**src/rtl/dds_sweep_ctrl.sv**
```systemverilog
// Linear frequency-sweep sequencer and atomic PWM/phase configuration registers
// feeding the DDS/PWM core.
module dds_sweep_ctrl #(
  parameter int FW = 28,
  parameter int DW = 24
) (
  input  logic          clk,
  input  logic          rst_n,
  input  logic          start,
  input  logic          abort,
  input  logic          loop_mode,
  input  logic [FW-1:0] f_start,
  input  logic [FW-1:0] f_stop,
  input  logic [FW-1:0] f_step,
  input  logic [DW-1:0] dwell,
  input  logic          cfg_load,
  input  logic [11:0]   pword_in,
  input  logic [15:0]   period_in,
  input  logic [15:0]   h_time_in,
  input  logic          pwm_en_in,
  output logic [FW-1:0] fword,
  output logic [11:0]   pword,
  output logic [15:0]   period,
  output logic [15:0]   h_time,
  output logic          pwm_en,
  output logic          busy,
  output logic          done,
  output logic [15:0]   step_cnt
);

  typedef enum logic {IDLE, RUN} state_t;

  state_t        state, state_nxt;
  logic [FW-1:0] sh_start, sh_stop, sh_step;
  logic [DW-1:0] sh_dwell;
  logic          sh_loop;
  logic          load_shadow;
  logic [DW-1:0] cnt, cnt_nxt, dwell_last;
  logic [FW-1:0] fword_nxt;
  logic [15:0]   step_cnt_nxt;
  logic          done_nxt;
  logic          up;

  function automatic logic [15:0] sat_inc16(input logic [15:0] v);
    return (v == 16'hFFFF) ? v : v + 16'd1;
  endfunction

  function automatic logic [15:0] clamp_period(input logic [15:0] p);
    return (p == '0) ? 16'd1 : p;
  endfunction

  function automatic logic [15:0] clamp_high(input logic [15:0] h, input logic [15:0] p);
    return (h > p) ? p : h;
  endfunction

  // One sweep step; overshoot, carry or borrow all land exactly on the stop word.
  function automatic logic [FW-1:0] next_freq(input logic [FW-1:0] cur,
                                              input logic [FW-1:0] stop,
                                              input logic [FW-1:0] step,
                                              input logic          dir_up);
    logic [FW:0] t;
    if (step == '0) return stop;
    if (dir_up) begin
      t = {1'b0, cur} + {1'b0, step};
      if (t[FW] || (t[FW-1:0] >= stop)) return stop;
    end else begin
      t = {1'b0, cur} - {1'b0, step};
      if (t[FW] || (t[FW-1:0] <= stop)) return stop;
    end
    return t[FW-1:0];
  endfunction

  assign up         = (sh_stop >= sh_start);
  assign dwell_last = (sh_dwell == '0) ? '0 : sh_dwell - DW'(1);
  assign busy       = (state == RUN);

  always_ff @(posedge clk or negedge rst_n) begin
    if (!rst_n) state <= IDLE;
    else        state <= state_nxt;
  end

  always_comb begin
    state_nxt    = state;
    fword_nxt    = fword;
    cnt_nxt      = cnt;
    step_cnt_nxt = step_cnt;
    done_nxt     = 1'b0;
    load_shadow  = 1'b0;
    if (abort) begin
      state_nxt = IDLE;
    end else begin
      case (state)
        IDLE: if (start) begin
          load_shadow  = 1'b1;
          fword_nxt    = f_start;
          cnt_nxt      = '0;
          step_cnt_nxt = '0;
          state_nxt    = RUN;
        end
        RUN: if (cnt == dwell_last) begin
          cnt_nxt = '0;
          if (fword != sh_stop) begin
            fword_nxt    = next_freq(fword, sh_stop, sh_step, up);
            step_cnt_nxt = sat_inc16(step_cnt);
          end else begin
            done_nxt = 1'b1;
            if (sh_loop) begin
              fword_nxt    = sh_start;
              step_cnt_nxt = '0;
            end else begin
              state_nxt = IDLE;
            end
          end
        end else begin
          cnt_nxt = cnt + DW'(1);
        end
        default: state_nxt = IDLE;
      endcase
    end
  end

  // Shadow copies are only read in RUN, after a load, so they need no reset.
  always_ff @(posedge clk) begin
    if (load_shadow) begin
      sh_start <= f_start;
      sh_stop  <= f_stop;
      sh_step  <= f_step;
      sh_dwell <= dwell;
      sh_loop  <= loop_mode;
    end
  end

  always_ff @(posedge clk or negedge rst_n) begin
    if (!rst_n) begin
      fword    <= '0;
      cnt      <= '0;
      step_cnt <= '0;
      done     <= 1'b0;
    end else begin
      fword    <= fword_nxt;
      cnt      <= cnt_nxt;
      step_cnt <= step_cnt_nxt;
      done     <= done_nxt;
    end
  end

  always_ff @(posedge clk or negedge rst_n) begin
    if (!rst_n) begin
      pword  <= '0;
      period <= 16'd1;
      h_time <= '0;
      pwm_en <= 1'b0;
    end else if (cfg_load) begin
      pword  <= pword_in;
      period <= clamp_period(period_in);
      h_time <= clamp_high(h_time_in, clamp_period(period_in));
      pwm_en <= pwm_en_in;
    end
  end

endmodule
```
**config.mk**
```make
export PLATFORM = sky130hd
export DESIGN_NAME = dds_sweep_ctrl
export DESIGN_NICKNAME = d
export VERILOG_FILES = /design/src/rtl/dds_sweep_ctrl.sv
export SDC_FILE = /design/constraint.sdc
export NUM_CORES = 1
export LEC_CHECK = 0
export ABC_CLOCK_PERIOD_IN_PS = 8090
export CAP_MARGIN = 10
export CELL_PAD_IN_SITES_DETAIL_PLACEMENT = 0
export CELL_PAD_IN_SITES_GLOBAL_PLACEMENT = 1
export CORE_MARGIN = 3
export CORE_UTILIZATION = 43
export CTS_BUF_LIST = sky130_fd_sc_hd__clkbuf_2 sky130_fd_sc_hd__clkbuf_4 sky130_fd_sc_hd__clkbuf_8
export DETAILED_ROUTE_END_ITERATION = 16
export PLACE_DENSITY = 0.9
export SYNTH_ARGS = -nofsm -noshare
export SYNTH_HDL_FRONTEND = slang
export SYNTH_SLANG_ARGS = --single-unit
```
**constraint.sdc**
```tcl
create_clock -name clk -period 8.09 [get_ports clk]
set_input_delay 0.809 -clock clk [delete_from_list [all_inputs] [get_ports clk]]
set_output_delay 0.809 -clock clk [all_outputs]
set_load 0.05 [all_outputs]
```
==> qor.txt <==
Syn Nets: 2162
Avg Vias per Cell: 5.82
Max VDD drop: 140 uV
Cells after DPL: 2526
Final ANT Viol Nets: 0
Worst rel slew slack: 0.234
Clock Sinks: 224
Critical Path AT: 6.84 ns
Die footprint: 0.0415 mm2
Synth top area share: 0.194
Cell accounting for the most synthesized area: edfxtp_1
R2r setup slk: 1.75 ns
Worst R2R Start: fword[11]
Setup crit start kind: flip-flop
# IOs: 250
LEAKAGE: 8.47 nW
Avg Cell Area, Syn: 9.14 um2
GR Util All Layers: 0.252
Total number of vias: 15149
First-pass iteration count of the detailed router: 7
Initial DRC count: 1074
Number of global-route vias before repair: 14766
Skew-Pair Late Insertion Delay: 0.62 ns
GPL Wtd Cong: 0.941
Initial core utilization: 0.442
Synth Cell Area: 0.0168 mm2
Routed WL: 53400 um
Worst min path class: in -> async
Seq/Total Area, Yosys: 0.366
Fin area: 0.0206 mm2
Final Instance Count excl. Fillers: 2601
Die span in x: 204 um
PwrDens: 235 mW/mm2
Reg2Reg Depth: 18
Final Setup Violations: 0
Worst-margin pin slew: 1.15 ns
# DRC: 0
Row cnt: 71
Post-synth ARST share: 0.513
Count of cell types in the netlist: 81
FMAX: 158 MHz
Number of port buffers: 249
CTS root buf: clkbuf_8
Clk slew on worst S/H paths: 0.07 ns
Largest net degree at the start of global routing: 65
Setup slack at placement: 1.87 ns
Max-cap viol count: 0
Die Ht: 204 um
Gate Count Post-Synth: 1842
Skew final: 0.0528 ns
Worst EP required: 8.59 ns
R2R Path End: fword[24]
H-tree depth: 2
Core area: 0.0381 mm2
Share of layout cells above drive strength 1: 0.0646
RSZ-0062 raised after global routing: no
Max Fanout on Critical Path: 12
Setup Fix Bufs, Post-CTS: 0
Resized Gates After CTS: 0
Nets: 2377
Kind of critical path: reg -> reg
Clk buf depth: 3
Layout area overhead: 22.3%
Placed Area: 0.0197 mm2
Synth area leaders: edfxtp_1 (19%), dfrtp_1 (17%), ha_1 (12%)
Final WS setup: 1.75 ns
Top cells by count, synth: ha_1 (159), nor2_1 (159), inv_1 (143)
Global-route wire length before repair: 83200 um
Critical Path Sink Type: flip-flop
Setup TNS: 0 ns
DR WL/cell: 20.5 um
Final critical-path share of the clock period: 0.784
Flops & latches, synth: 224
Layout fillers: 3395
CTS tree: yes
Finished Core Util: 0.540
# hold bufs at CTS: 0
Status: finished, final reports clean
Synth warnings: 0
Initial antenna violation count: 4
DP HPWL: 41000 um
Max-slew violations: 0
Tmin final: 6.34 ns
Post-synth top flop: dfrtp_1
EDFF count, synth: 109
Gr ovfl total: 0
CTS Buf Count: 40
Endpoints failing hold: 0
## critical path: stages (launching register included)
cell,delay [ns]
dfrtp_1,0.48
ha_1,0.58
nand4_1,0.21
a2111oi_0,0.42
o21ai_0,0.26
a2111oi_0,0.73
nor2_1,0.19
o21ai_0,0.37
xnor2_1,0.11
ha_1,0.32
nand4_1,0.10
nor4_1,0.49
nor3b_1,0.33
o41a_1,0.21
o211ai_1,0.16
o21a_1,0.40
a2111oi_0,0.44
o21ai_0,0.15
mux2_1,0.29
## final cells by class
| class | count | area [um2] | area share |
|---|---|---|---|
| sequential | 224 | 6150 | 0.299 |
| tap | 511 | 639 | 0.0311 |
| clock buffer | 56 | 727 | 0.0353 |
| timing repair buffer | 261 | 2570 | 0.125 |
| clock inverter | 18 | 131 | 0.00638 |
| multi-input combinational | 1384 | 9810 | 0.477 |
| antenna | 1 | 2.50 | 0.000122 |
| inverter | 146 | 548 | 0.0266 |
## where the power goes
| group | switching, mW | internal (mW) | leakage (nW) |
|---|---|---|---|
| logic | 1.40 | 0.867 | 5.55 |
| clock network | 0.520 | 0.623 | 0.463 |
| registers | 0.142 | 1.30 | 2.46 |
| total | 2.06 | 2.79 | 8.47 |
## kinds of logic after synthesis
logic type	share of synthesized area
adder cells (fa/ha/maj)	0.121
AND/OR/NAND/NOR	0.171
AO/OA/AOI/OAI	0.181
flip-flops	0.366
multiplexers	0.0451
XOR/XNOR	0.0624
buffers and inverters	0.0542
## layout by cell type, fill, tap and decap left out, types with 13 or more instances in the layout
cell             Yosys  final
o21a_1              21     21
and2_1              15     15
o21bai_1            14     14
inv_1              143    143
nor4_1              35     35
nor3_1              47     47
dfrtp_1            114    114
o21ai_0             85     83
nor2b_1             23     23
mux2i_1             33     33
edfxtp_1           109    109
nor2_1             159    158
xor2_1              39     39
xnor2_1             81     81
o21ai_1             29     29
nand4_1             35     35
a211oi_1            18     18
a31oi_1             18     18
mux2_2              31     31
a21o_1              15     15
clkbuf_8             0     49
and3_1              28     28
nand2_1             93     93
a21oi_1            127    126
clkdlybuf4s50_1      0    247
o211ai_1            18     18
nand2b_1            23     23
o31ai_1             18     18
nand3_1             46     46
buf_4                1     13
ha_1               159    159
## worst max path at each step
| stage | endpoint | from | slack (ns) |
|---|---|---|---|
| floorplan | sh_dwell[0] | busy | 1.75 |
| global placement | fword[19] | fword[1] | 2.02 |
| detailed placement | fword[19] | fword[1] | 1.87 |
| CTS | fword[19] | fword[11] | 1.87 |
| global route | fword[19] | fword[11] | 1.30 |
| finish | fword[24] | fword[11] | 1.75 |
## sequential cells by signal, indices dropped and copies added, names as in the netlist
name      count
pwm_en        1
cnt          24
sh_step      28
period       16
step_cnt     16
h_time       16
sh_start     28
pword        12
sh_dwell     24
sh_stop      28
busy          1
sh_loop       1
fword        28
done          1
## metal layers
metal / global-route usage / wire, um / share of wire / vias to the layer above
met5: 0 / 47 / 0.00088 / -
met4: 0.0774 / 1500 / 0.028 / 6
met3: 0.0511 / 4160 / 0.078 / 89
met2: 0.407 / 24500 / 0.46 / 583
met1: 0.344 / 23200 / 0.43 / 7295
li1: - / - / - / 7176
## per-stage QoR
step           hold WS [ns]  power, mW
4_1_cts               0.289       4.85
5_1_grt               0.333       5.16
6_report              0.306       4.85
3_5_place_dp          0.472       3.67
2_1_floorplan         0.466       2.95
3_3_place_gp          0.458       3.64
Note: power is estimated with default switching activity, not from simulation.
